$ cat src/rtl/dynode_event_arbiter.sv
// Dynode event arbiter: one holding slot per channel with aging, round-robin onto a valid/ready stream.
// Define DYN_ARB_DROPCNT_EN to add per-channel saturating lost-event counters on port drop_cnt.
module dynode_event_arbiter #(
    parameter int NCH       = 4,
    parameter int CHW       = 2,
    parameter int STALE_CYC = 63
) (
    input  logic              clk,
    input  logic              reset_n,
    input  logic [NCH-1:0]    chan_enable,
    input  logic [NCH-1:0]    ch_event,
    input  logic [NCH*24-1:0] ch_evntim,
    input  logic [NCH-1:0]    ch_pileup,
    input  logic              out_ready,
    output logic              out_valid,
    output logic [CHW-1:0]    out_chan,
    output logic [23:0]       out_evntim,
    output logic              out_pileup,
    output logic [NCH-1:0]    pend,
`ifdef DYN_ARB_DROPCNT_EN
    output logic [NCH*8-1:0]  drop_cnt,
`endif
    output logic              drop_any,
    input  logic              clr_drop
);

    typedef enum logic {ARB_IDLE, ARB_HOLD} arb_state_t;

    arb_state_t     r_state;
    arb_state_t     w_state_next;
    logic           w_load_out;
    logic [CHW-1:0] r_ptr;
    logic [CHW-1:0] r_out_chan;
    logic [23:0]    r_out_tim;
    logic           r_out_pu;
    logic           r_drop_any;

    logic           r_pend     [NCH];
    logic [23:0]    r_slot_tim [NCH];
    logic           r_slot_pu  [NCH];
    logic [7:0]     r_age      [NCH];

    logic [NCH-1:0] w_pend;
    logic [NCH-1:0] w_grant_vec;
    logic [NCH-1:0] w_stale;
    logic [NCH-1:0] w_ovf;
    logic           w_out_free;
    logic           w_grant;
    logic [CHW-1:0] w_win_idx;

    function automatic logic [CHW-1:0] rr_idx(input logic [CHW-1:0] base, input int k);
        int sum;
        sum = (int'(base) + k) % NCH;
        return CHW'(sum);
    endfunction

    assign w_out_free = (r_state == ARB_IDLE) || out_ready;

    // Search starts one past the last winner so every channel gets a turn.
    always_comb begin
        w_grant     = 1'b0;
        w_win_idx   = '0;
        w_grant_vec = '0;
        if (w_out_free) begin
            for (int k = 1; k <= NCH; k++) begin
                if (!w_grant && w_pend[rr_idx(r_ptr, k)]) begin
                    w_grant   = 1'b1;
                    w_win_idx = rr_idx(r_ptr, k);
                end
            end
        end
        if (w_grant) begin
            w_grant_vec[w_win_idx] = 1'b1;
        end
    end

    always_comb begin
        w_state_next = r_state;
        w_load_out   = 1'b0;
        case (r_state)
            ARB_IDLE: begin
                if (w_grant) begin
                    w_state_next = ARB_HOLD;
                    w_load_out   = 1'b1;
                end
            end
            ARB_HOLD: begin
                if (out_ready) begin
                    if (w_grant) begin
                        w_load_out = 1'b1;
                    end else begin
                        w_state_next = ARB_IDLE;
                    end
                end
            end
            default: w_state_next = ARB_IDLE;
        endcase
    end

    always_ff @(posedge clk or negedge reset_n) begin
        if (!reset_n) begin
            r_state    <= ARB_IDLE;
            r_ptr      <= CHW'(NCH - 1);
            r_out_chan <= '0;
            r_out_tim  <= '0;
            r_out_pu   <= 1'b0;
            r_drop_any <= 1'b0;
        end else begin
            r_state    <= w_state_next;
            r_drop_any <= (clr_drop ? 1'b0 : r_drop_any) | (|(w_ovf | w_stale));
            if (w_load_out) begin
                r_ptr      <= w_win_idx;
                r_out_chan <= w_win_idx;
                r_out_tim  <= r_slot_tim[w_win_idx];
                r_out_pu   <= r_slot_pu[w_win_idx];
            end
        end
    end

    genvar gi;
    generate
        for (gi = 0; gi < NCH; gi++) begin : g_slot
            logic w_cap;
            logic w_load;

            assign w_cap       = ch_event[gi] & chan_enable[gi];
            // A slot being granted this cycle is free to take a new event.
            assign w_load      = w_cap & (~r_pend[gi] | w_grant_vec[gi]);
            assign w_ovf[gi]   = w_cap & r_pend[gi] & ~w_grant_vec[gi];
            assign w_stale[gi] = r_pend[gi] & (r_age[gi] == 8'(STALE_CYC)) & ~w_grant_vec[gi];
            assign w_pend[gi]  = r_pend[gi];

            always_ff @(posedge clk or negedge reset_n) begin
                if (!reset_n) begin
                    r_pend[gi]     <= 1'b0;
                    r_age[gi]      <= '0;
                    r_slot_tim[gi] <= '0;
                    r_slot_pu[gi]  <= 1'b0;
                end else if (w_load) begin
                    r_pend[gi]     <= 1'b1;
                    r_age[gi]      <= '0;
                    r_slot_tim[gi] <= ch_evntim[gi*24 +: 24];
                    r_slot_pu[gi]  <= ch_pileup[gi];
                end else if (w_grant_vec[gi] || w_stale[gi]) begin
                    r_pend[gi]     <= 1'b0;
                    r_age[gi]      <= '0;
                end else if (r_pend[gi]) begin
                    r_age[gi]      <= r_age[gi] + 8'd1;
                end
            end

`ifdef DYN_ARB_DROPCNT_EN
            logic [7:0] r_cnt;
            logic [1:0] w_inc;
            logic [8:0] w_sum;

            // Overflow and stale can both hit one channel in the same cycle.
            assign w_inc = {1'b0, w_ovf[gi]} + {1'b0, w_stale[gi]};
            assign w_sum = (clr_drop ? 9'd0 : {1'b0, r_cnt}) + {7'd0, w_inc};

            always_ff @(posedge clk or negedge reset_n) begin
                if (!reset_n) begin
                    r_cnt <= '0;
                end else begin
                    r_cnt <= w_sum[8] ? 8'hFF : w_sum[7:0];
                end
            end

            assign drop_cnt[gi*8 +: 8] = r_cnt;
`endif
        end
    endgenerate

    assign out_valid  = (r_state == ARB_HOLD);
    assign out_chan   = r_out_chan;
    assign out_evntim = r_out_tim;
    assign out_pileup = r_out_pu;
    assign pend       = w_pend;
    assign drop_any   = r_drop_any;

endmodule

$ cat config.mk
export PLATFORM = sky130hd
export DESIGN_NAME = dynode_event_arbiter
export DESIGN_NICKNAME = d
export VERILOG_FILES = /design/src/rtl/dynode_event_arbiter.sv
export SDC_FILE = /design/constraint.sdc
export NUM_CORES = 1
export LEC_CHECK = 0
export CAP_MARGIN = 15
export CORE_MARGIN = 5
export CORE_UTILIZATION = 30
export DETAILED_ROUTE_END_ITERATION = 12
export SETUP_SLACK_MARGIN = 0.5
export SKIP_CTS_REPAIR_TIMING = 1
export SYNTH_ARGS = -nofsm -noshare
export SYNTH_HDL_FRONTEND = slang
export SYNTH_SLANG_ARGS = --single-unit
$ cat constraint.sdc
create_clock -name clk -period 2.4 [get_ports clk]
set_input_delay 0.48 -clock clk [delete_from_list [all_inputs] [get_ports clk]]
set_output_delay 0.48 -clock clk [all_outputs]
set_load 0.02 [all_outputs]
# == Word level (Yosys, flattened, before mapping) ==
# Index checks and enable logic that the tools add are counted.
# W data, S select, Z words.
# op_classes
addsub,8
muxes,56
n_eq_ne,4
n_reduce_logical,21
order_cmp,7
bitwise,40
# op_table
operator,count
$mux W8,12
$bmux W24 S2,1
$mux W24,2
$add A8 B1 Y8 const B,4
$eq A8 B6 Y1 const B,4
$mux W1,27
$and A1 B1 Y1,24
$lt A2 B3 Y1 const B,5
$reduce_bool A3 Y1,4
$bmux W1 S2,5
$mux W2,5
$not A1 Y1,9
$reduce_bool A2 Y1,4
$logic_or A1 B1 Y1,5
$or A1 B1 Y1,5
$add A2 B1 Y2 const B,2
$add A2 B2 Y2 const B,2
$logic_and A1 B1 Y1,4
$mux W4,1
$or A4 B4 Y4,1
$pmux W1 S2,2
$reduce_or A4 Y1,1
$ge A3 B3 Y1 const B,1
$logic_not A1 Y1,3
3 further kinds,3
# word_totals
output_inout_bits,33
inputBits,112
register_bits,167

# == Depth between registers and ports, before layout ==
# logic_depth
ltp_word,27
mapped_depth,9
mapped_depth_nobuf,7

# == Worst setup path after synthesis ==
# No wires, ideal clock.
# synth_timing
path_kind,reg2reg
from,register r_pend (netlist bit pend[3])
to,register r_slot_tim[28] (netlist name)
setup_time_ns,0.127
slack_ns,0.054
synth_period_minus_slack_ns,2.346
path_stages_with_launch,9
t_arrival_ns,2.219
required_ns,2.273
cell_sequence,dfrtp_1 -> buf_4 -> nand2_1 -> a311o_1 -> o31ai_4 -> and3_1 -> buf_4 -> buf_8 -> mux2_1
# synth_between
elab_chain_cells,23
# synth_lines
item,line_no,rtl
from (decl),38,logic r_pend [NCH];
"from (signal, indexed assignment)",135,r_pend[gi] <= 1'b0;
"from (signal, indexed assignment)",140,r_pend[gi] <= 1'b1;
"from (signal, indexed assignment)",145,r_pend[gi] <= 1'b0;
$bmux W1 S2,66,"if (!w_grant && w_pend[rr_idx(r_ptr, k)]) begin"
$mux W1 (implied by the code),66,
$mux W1,66,
$mux W1,64,if (w_out_free) begin
$logic_not A1 Y1,66,
$logic_and A1 B1 Y1,66,
$mux W1,66,
$mux W1,64,
(+7 left out),n/a,
$mux W2,64,
$lt A2 B3 Y1 (implied by the code) / $ge A2 B1 Y1 (equally long branches),73,w_grant_vec[w_win_idx] = 1'b1;
$logic_and A1 B1 Y1 (implied by the code),73,
$mux W1 (implied by the code),73,
$demux W1 S2,73,
$mux W4 *,72,if (w_grant) begin
$or A1 B1 Y1 *,128,assign w_load = w_cap & (~r_pend[gi] | w_grant_vec[gi]);
$and A1 B1 Y1 *,128,
"to (signal, indexed assignment)",142,r_slot_tim[gi] <= ch_evntim[gi*24 +: 24];
to (decl),39,logic [23:0] r_slot_tim [NCH];
# Every way passes the cells marked *; elsewhere a longest branch is shown, timed or not. The select of a mux whose other input is x is not followed.
# A chain may end at the register's enable or synchronous reset.

# == Worst setup path after layout ==
# layout_timing
from,register r_ptr[1]
to,register r_slot_tim[25] (netlist name)
# layout_between
elab_chain_cells,24
# layout_lines
item,line_no,rtl
from (decl),32,logic [CHW-1:0] r_ptr;
from (signal assigned),103,r_ptr <= CHW'(NCH - 1);
from (signal assigned),112,r_ptr <= w_win_idx;
$add A2 B1 Y2,53,sum = (int'(base) + k) % NCH;
$bmux W1 S2,66,
$mux W1 (implied by the code),66,
$mux W1,66,
$mux W1,64,
$logic_not A1 Y1,66,
$logic_and A1 B1 Y1,66,
$mux W1,66,
(+8 left out),n/a,
$mux W2,64,
$lt A2 B3 Y1 (implied by the code) / $ge A2 B1 Y1 (equally long branches),73,
$logic_and A1 B1 Y1 (implied by the code),73,
$mux W1 (implied by the code),73,
$demux W1 S2,73,
$mux W4 *,72,
$or A1 B1 Y1 *,128,
$and A1 B1 Y1 *,128,
# Marked as above.

==> out/metrics.cfg <==
[floorplanning]
ios = 145
dieArea_sq_um = 28510
initial_utilization_pct = 30.24
die_x_um = 168.9
fp-row-count = 58
die_h_um = 168.9
core-area_sq_um = 25040

[pwr]
p_int_uw = 10310
sw_frac_of_total_pct = 35.68
cellLeakagePower_uw = 0.005221
combPwrFrac_pct = 49.1
power.density_nw_per_um2 = 1392
fin_total_pwr_uw = 16040
seqPwrFrac_pct = 32.0
clkPwrFrac_pct = 19.0
peakVddDrop_mv = 0.7873
p_sw_uw = 5722

[timing]
finClkSkew_ns = 0.01014
max_freq_mhz = 445.3
setup_violations = 0
max_slew_margin_pct = 56.54
rsz0062_at_grt = yes
finalCritPeriodShare_pct = 93.57
hold_slack_ns = 0.01684
hold_viol = 0
fin_crit_ns = 2.246
finalSetupTns_ns = 0
tightest_slew_ns = 0.6519
maxSlewViolCount = 0
finalWorstSetupSlack_ns = 0.1544

[synthesis]
syn_inst = 610
ys_top_cells_by_count = dfrtp_1 (165), nor2_1 (50), mux2_1 (41)
synth_area_sq_um = 7571
yosys_register_bits = 167
async_reset_ff_share_pct = 100.0
syn_nets = 726
synthTopCellsByArea = dfrtp_1 (55%), mux2_1 (6.1%), mux2_2 (5.9%)
synthFlopType = dfrtp_1
synth.distinct_cells = 56
yosysMostFrequentCell = dfrtp_1
yosysSeqAreaShare_pct = 55.23
synth-edff-count = 0
synth_top_area_share_pct = 54.54
avgSynthCellArea_sq_um = 12.41
yosysWarnings = 0
synth_largest_area_cell = dfrtp_1

[drt]
wl_mm = 22.20
route.met3.wl_mm = 1.230
drtIter0Drc = 187
top_layer_used = met5
ant_nets = 0
wl_met1_mm = 10.47
vias = 5647
wl_met2_mm = 10.26
avgViaCountPerCell = 4.864
drc = 0
drt-pass1-iter-count = 4
post_drt_wl_per_cell_um = 19.12

[layout]
finish.utilization_pct = 46.02
drive_above_1_share_pct = 33.09
fin_nets = 934
synthToLayoutAreaGrowth_pct = 52.19
antenna_cells = 0

[clock_tree]
numCtsBuffers = 17
cts_tree = yes
cts_sinks = 167
cts_buffer_depth = 2
htreeDepth = 4
clk_pin_slew_ns = 0.07
cts_root_buf = clkbuf_16
clkLatencyLatePin_ns = 0.43

[global_routing]
antenna_found_initial = 1
grt_max_degree = 58
grtUsageTotal_pct = 14.75
overflow = 0
grt_pass1_wl_mm = 32.88
grt_pass1_vias = 5751

[critical_path]
end_kind = flop
required_ns = 2.71
critPathLaunchType = flop
critPathMaxFanout = 18
critPathKind = reg -> reg
arrival_ns = 2.55

[placed_design]
place_congestion = 0.7768
portBuffers = 144
dp.final_hpwl_mm = 14.69
dp_slack_ns = -0.1616

[job]
drv_cap = 0

[min_path]
hp-class = in -> async

[run_status]
outcome = complete, no violations

[critical path, stage by stage (launching register included)]
cell and delay (ns):
dfstp_2 0.61, mux2i_1 0.26, o21ai_2 0.13, buf_4 0.16, o31ai_4 0.19, and3_4 0.24, buf_12 0.16, mux2_2 0.35
[per-stage QoR]
| step | area, sq um | std cells |
|---|---|---|
| final | 11520 | 1161 |
| after detailed placement | 10050 | 1092 |
| after global placement | 10050 | 1092 |
| after floorplan | 7996 | 610 |
| after global routing | 11520 | 1161 |
| after CTS | 10710 | 1124 |
[placed cells by master, fill, tap and decap left out, types with 7 or more instances in the layout]
master and count:
a21oi_1 13, a221oi_2 20, buf_12 17, buf_4 44, buf_6 10, clkbuf_16 22, clkdlybuf4s50_1 110, dfrtp_1 161
dlymetal6s2s_1 33, inv_1 12, mux2_1 18, mux2_2 12, mux2_4 70, mux2i_1 26, nand2_1 24, nand3_1 16
nor2_1 42, nor2_2 7, o21ai_0 7, o21ai_1 11, o22ai_1 25
[power groups by stage]
stage                     logic (uW)  registers (uW)  clock network, uW
after global placement          6490            5140                  0
after floorplan                 4170            5170                  0
after CTS                       6630            5110               3110
after global routing            8440            5270               3230
after detailed placement        6590            5130                  0
final                           7870            5120               3050
[layout make-up]
class                      count  area (sq um)
fill                        2264         13510
sequential                   167          4187
multi-input combinational    399          3785
timing repair buffer         220          2437
clock buffer                  20         456.7
tap                          330         412.9
clock inverter                12         195.2
inverter                      13         48.80
[registers in the layout, indices dropped and copies added (netlist names)]
register / cells
r_slot_tim: 96
r_slot_pu: 4
out_valid: 1
r_ptr: 2
out_pileup: 1
r_age: 32
out_evntim: 24
pend: 4
drop_any: 1
out_chan: 2
[per-layer routing]
layer,global-route usage [%],up-vias
li1,-,2659
met1,20.68,2817
met2,22.46,151
met3,4.250,18
met4,3.881,2
met5,0,-
[kinds of logic (layout without fill, tap and decap cells)]
family                     count (synthesis)  in the layout  share of synthesized area [%]
adders and majority gates                  4              4                         0.6611
and+or+nand+nor                          137            137                          8.809
xor gates and xnor gates                   6              6                         0.6941
buffers and inverters                     45            265                          3.470
AOI/OAI and AO/OA                        125            126                          11.88
DFF                                      167            167                          55.23
muxes                                    126            126                          19.25
[final timing paths]
path                            slack, ns   startpoint              to  cells after the start
worst max-delay path                 0.15     r_ptr[1]  r_slot_tim[25]                      7
worst min-delay path                 0.02      reset_n       r_age[15]                      1
worst max register to register       0.15     r_ptr[1]  r_slot_tim[25]                      7
worst min register to register       0.49  out_chan[1]     out_chan[1]                      1
max in group asynchronous            1.58      reset_n  r_slot_tim[84]                      2
min in group clk                     0.49  out_chan[1]     out_chan[1]                      1
Note: power is estimated with default switching activity, not from simulation.
